[config.mk]
export PLATFORM = sky130hd
export DESIGN_NAME = latch_driver
export DESIGN_NICKNAME = d
export VERILOG_FILES = /design/src/rtl/latch_driver.sv
export SDC_FILE = /design/constraint.sdc
export NUM_CORES = 1
export LEC_CHECK = 0
export CAP_MARGIN = 20
export CORE_AREA = 2 2 39 41
export CTS_BUF_LIST = sky130_fd_sc_hd__clkbuf_16
export DETAILED_ROUTE_END_ITERATION = 10
export DIE_AREA = 0 0 41 43
export SLEW_MARGIN = 20
export SYNTH_ARGS = -nofsm -noshare
export SYNTH_HDL_FRONTEND = slang
export SYNTH_SLANG_ARGS = --single-unit
[constraint.sdc]
create_clock -name clk -period 1.2 [get_ports clk]
set_clock_uncertainty 0.15 [all_clocks]
set_input_delay 0.12 -clock clk [delete_from_list [all_inputs] [get_ports clk]]
set_output_delay 0.12 -clock clk [all_outputs]
set_load 0.05 [all_outputs]
[src/rtl/latch_driver.sv]
// rtl/latch_driver.sv - synchronizes and debounces an async bit and turns each change into one D-latch write
// Optional macro LATCH_DRV_SYNC_EN compiles in the two-flop input synchronizer.
module latch_driver #(
   parameter int DEBOUNCE_CYCLES = 4,
   parameter int OPEN_CYCLES     = 3
) (
   input  logic clk,
   input  logic reset,
   input  logic din_async,
   output logic d,
   output logic enable,
   output logic reset_n,
   output logic busy
);

   localparam int CW = $clog2(DEBOUNCE_CYCLES + 1);
   localparam int OW = (OPEN_CYCLES > 1) ? $clog2(OPEN_CYCLES) : 1;
   localparam logic [CW-1:0] DEB_LAST = CW'(DEBOUNCE_CYCLES);
   localparam logic [OW-1:0] OPEN_LOAD = OW'(OPEN_CYCLES - 1);

   typedef enum logic [1:0] {IDLE, SETUP, OPEN, HOLD} state_t;

   logic          src;
   logic          deb;
   logic [CW-1:0] cnt;
   logic [CW-1:0] cnt_inc;
   logic [OW-1:0] ocnt;
   logic [OW-1:0] ocnt_nx;
   state_t        state;
   state_t        state_nx;
   logic          d_nx;
   logic          en_nx;

`ifdef LATCH_DRV_SYNC_EN
   logic s1;
   logic s2;

   always_ff @(posedge clk) begin
      if (reset) begin
         s1 <= 1'b0;
         s2 <= 1'b0;
      end else begin
         s1 <= din_async;
         s2 <= s1;
      end
   end

   assign src = s2;
`else
   assign src = din_async;
`endif

   assign cnt_inc = cnt + 1'b1;

   // A new level is accepted only after DEBOUNCE_CYCLES consecutive disagreeing samples.
   always_ff @(posedge clk) begin
      if (reset) begin
         deb <= 1'b0;
         cnt <= '0;
      end else if (src != deb) begin
         if (cnt_inc == DEB_LAST) begin
            deb <= src;
            cnt <= '0;
         end else begin
            cnt <= cnt_inc;
         end
      end else begin
         cnt <= '0;
      end
   end

   always_comb begin
      state_nx = state;
      d_nx     = d;
      en_nx    = 1'b0;
      ocnt_nx  = ocnt;
      case (state)
         IDLE: begin
            if (deb != d) begin
               state_nx = SETUP;
               d_nx     = deb;
            end
         end
         SETUP: begin
            state_nx = OPEN;
            en_nx    = 1'b1;
            ocnt_nx  = OPEN_LOAD;
         end
         OPEN: begin
            if (ocnt == '0) begin
               state_nx = HOLD;
            end else begin
               en_nx   = 1'b1;
               ocnt_nx = ocnt - 1'b1;
            end
         end
         HOLD: begin
            state_nx = IDLE;
         end
         default: begin
            state_nx = IDLE;
         end
      endcase
   end

   always_ff @(posedge clk) begin
      if (reset) begin
         state  <= IDLE;
         d      <= 1'b0;
         enable <= 1'b0;
         busy   <= 1'b0;
         ocnt   <= '0;
      end else begin
         state  <= state_nx;
         d      <= d_nx;
         enable <= en_nx;
         busy   <= (state_nx != IDLE);
         ocnt   <= ocnt_nx;
      end
   end

   always_ff @(posedge clk) begin
      reset_n <= ~reset;
   end

endmodule

==> impl_metrics.ini, run 1 <==
[critical_path]
required_ns = 1.22
rrSetupSlack_ns = -0.08
reg2reg_depth = 4
crit_end = cnt[1]
cp.buffers_inverters = 0
critical_path_class = register to register
cp.arrival_ns = 1.30
crit_path_cell_trace = ha_4 > xor2_4 > a211o_1 > nor2_1
startpoint = cnt[1]
path_depth = 4
endpoint_kind = register
crit_path_top_delay_cell = dfxtp_2
slowest_delay_ns = 0.33
crit_family = flip-flops
crit_path_start_kind = register
r2r-start = cnt[1]
cp_max_fo = 4
r2r_end = cnt[1]

[final_layout]
instances_no_fill = 87
fillCellCount = 113
area_growth_pct = 65.5
drive_gt1_frac = 0.507
multi_input_area_um2 = 389
regArea_um2 = 250
nets = 83
antenna_cells = 0
finalInstanceArea_um2 = 911

[route]
first_pass_iters = 3
vias = 426
routed_wl_um = 1110
remaining_drc_errors = 0
via_per_inst = 4.90
wire_per_inst_um = 12.7
dr.first_iter.drc_count = 4
drtAntennaViolNets = 0

[power_and_ir_drop]
cellLeakagePower_uw = 0.000381
p_total_uw = 1840
p_sw_frac = 0.310
seq_power_share = 0.290
p_per_area_nw_per_um2 = 2020
comb_power_share = 0.378
power.switching_uw = 570
irDropWorstVdd_uv = 1310
clock_power_share = 0.332
intPower_uw = 1270

[logic_synthesis]
synth_area_leader_cell = dfxtp_1
synthXorXnorAreaFrac = 0.0477
syn_avg_cell_area_um2 = 9.66
ys.warnings.count = 0
muxShareOfSynthArea = 0.0182
yosys.area_share.simple = 0.132
syn-num-nets = 68
synth_compound_area_frac = 0.123
yosysUniqueCellTypes = 20
synth_top_family_by_area = adder cells
yosysTopAreaCellShare = 0.436
synth_area_um2 = 551
synthTopCellsByArea = dfxtp_1 44%, ha_1 18%, inv_1 5.5%, a21oi_1 3.6%, nand2b_1 3.4%
synth_cells = 57
ys_seq_area_frac = 0.436
synth_fa_ha_area_frac = 0.182
synth-seq-cells = 12

[clock_network]
clk_path_buf_depth = 2
clkTransAtPathRegs_ns = 0.04
htree_levels = 1
cts_tree = done
clock_latency_ns = 0.24
cts_made_buffers = 3
cts.sinks = 12
cts_root_buf = clkbuf_16

[floorplanning]
start_util = 0.398
fp.dieArea_um2 = 1760
pin_count = 7
die_height_um = 43
coreArea_um2 = 1380
rows = 14
chipWidth_um = 41

[sta]
rsz0062_at_grt = yes
setup_ws_ns = -0.0793
fmax_mhz = 782
drv_slew = 0
finalCriticalPeriod_ns = 1.28
fin_crit_sh = 1.07
slew_headroom = 0.872
worstMarginPinSlew_ns = 0.191
tns_ns = -0.296
hold_viol = 0
setup_viol = 6

[grt]
grt_usage = 0.159
antenna_found_initial = 0
grt_pass1_vias = 410
grt_max_degree = 8
grt_pass1_wl_um = 1680
grt-ovfl-total = 0

[outcome]
status = finished, violations left
failed_checks = negative setup slack

[place]
hpwlAfterDp_um = 734
placed_cells = 82
port_buffers = 6
place_area_um2 = 743
pre_cts_ws_ns = -0.125
gp_routability_congestion = 0.708

[hold_path]
min_path_type = register to register

[job]
maxCapViolCount = 0
stage by stage:
stage,utilization,hold WS (ns)
detailed placement,0.537,0.289
CTS,0.624,0.295
floorplan,-,0.122
global placement,0.537,0.288
finish,0.658,0.292
global route,0.658,0.305
state kept, by name (all words and copies together) (netlist names):
name,cells
enable,1
busy,1
state,2
reset_n,1
deb,1
d,1
ocnt,2
cnt,3
synthesized netlist by cell type (all sizes together):
| library cell | n |
|---|---|
| nand3 | 2 |
| a21oi | 4 |
| a311oi | 1 |
| nand2b | 3 |
| inv | 8 |
| nand2 | 2 |
| a41o | 1 |
| dfxtp | 12 |
| xnor2 | 2 |
| nor3 | 1 |
| xor2 | 1 |
| o21a | 1 |
| ha | 8 |
| o31ai | 1 |
| and3 | 1 |
| clkbuf | 1 |
| nor2 | 5 |
| a211o | 1 |
| nor2b | 1 |
| mux2i | 1 |
worst min path at each step:
stage,from,to,slack [ns],cells after the start
floorplan,din_async,deb,0.12,1
detailed placement,cnt[0],cnt[0],0.29,1
global route,cnt[0],cnt[0],0.30,1
global placement,cnt[0],cnt[0],0.29,1
finish,cnt[0],cnt[0],0.29,1
CTS,cnt[0],cnt[0],0.29,1
cells by family after synthesis:
kind of cell / count (synthesis)
simple gates: 15
flops: 12
compound gates: 9
buf+inv: 9
fa+ha+maj: 8
xor+xnor: 3
mux: 1
cells in the final DEF, fill, tap and decap left out, types with 3 or more instances in the layout:
master     count
nor2_1         4
ha_1           3
ha_4           4
inv_1          4
inv_2          3
a21oi_1        3
clkbuf_16      3
buf_4          5
dfxtp_2        5
dfxtp_1        6
buf_12         4
power by group through the flow:
stage / clock [µW] / sequential, µW / combinational [µW]
floorplan: 0 / 569 / 305
global placement: 0 / 522 / 503
detailed placement: 0 / 524 / 506
CTS: 630 / 529 / 596
global route: 645 / 538 / 756
finish: 610 / 532 / 694
what timing repair did:
action | 4_1_cts | 5_1_grt
setup buffers | 0 | 1
resized for setup | 12 | 8
endpoints found under the setup margin | 7 | 8
hold buffers | 0 | 0
endpoints found under the hold margin | 0 | 0
pin swaps | 5 | 3
cloned | 0 | 0
layer usage:
layer	wire, µm	vias to the layer above	part of all wire	GRT usage
li1	-	216	-	-
met1	444	196	0.40	0.157
met2	571	9	0.52	0.238
met3	43	5	0.039	0.0628
met4	45	0	0.041	0.140
met5	0	-	0	0
final cells by class:
class	count	area share
clock buffers	3	0.0824
clock inverters	1	0.00412
inverters	8	0.0385
multi-input cells	36	0.427
flip-flops and latches	12	0.275
well taps	16	0.0220
repair buffers	11	0.151
(Power assumes the default switching activity.)
==> run 2: changes to the inputs <==
Settings changed: SLEW_MARGIN 20 to default.
==> results of run 2 <==
Same layout as run 1: the final DEF is identical, and so are final timing and power.
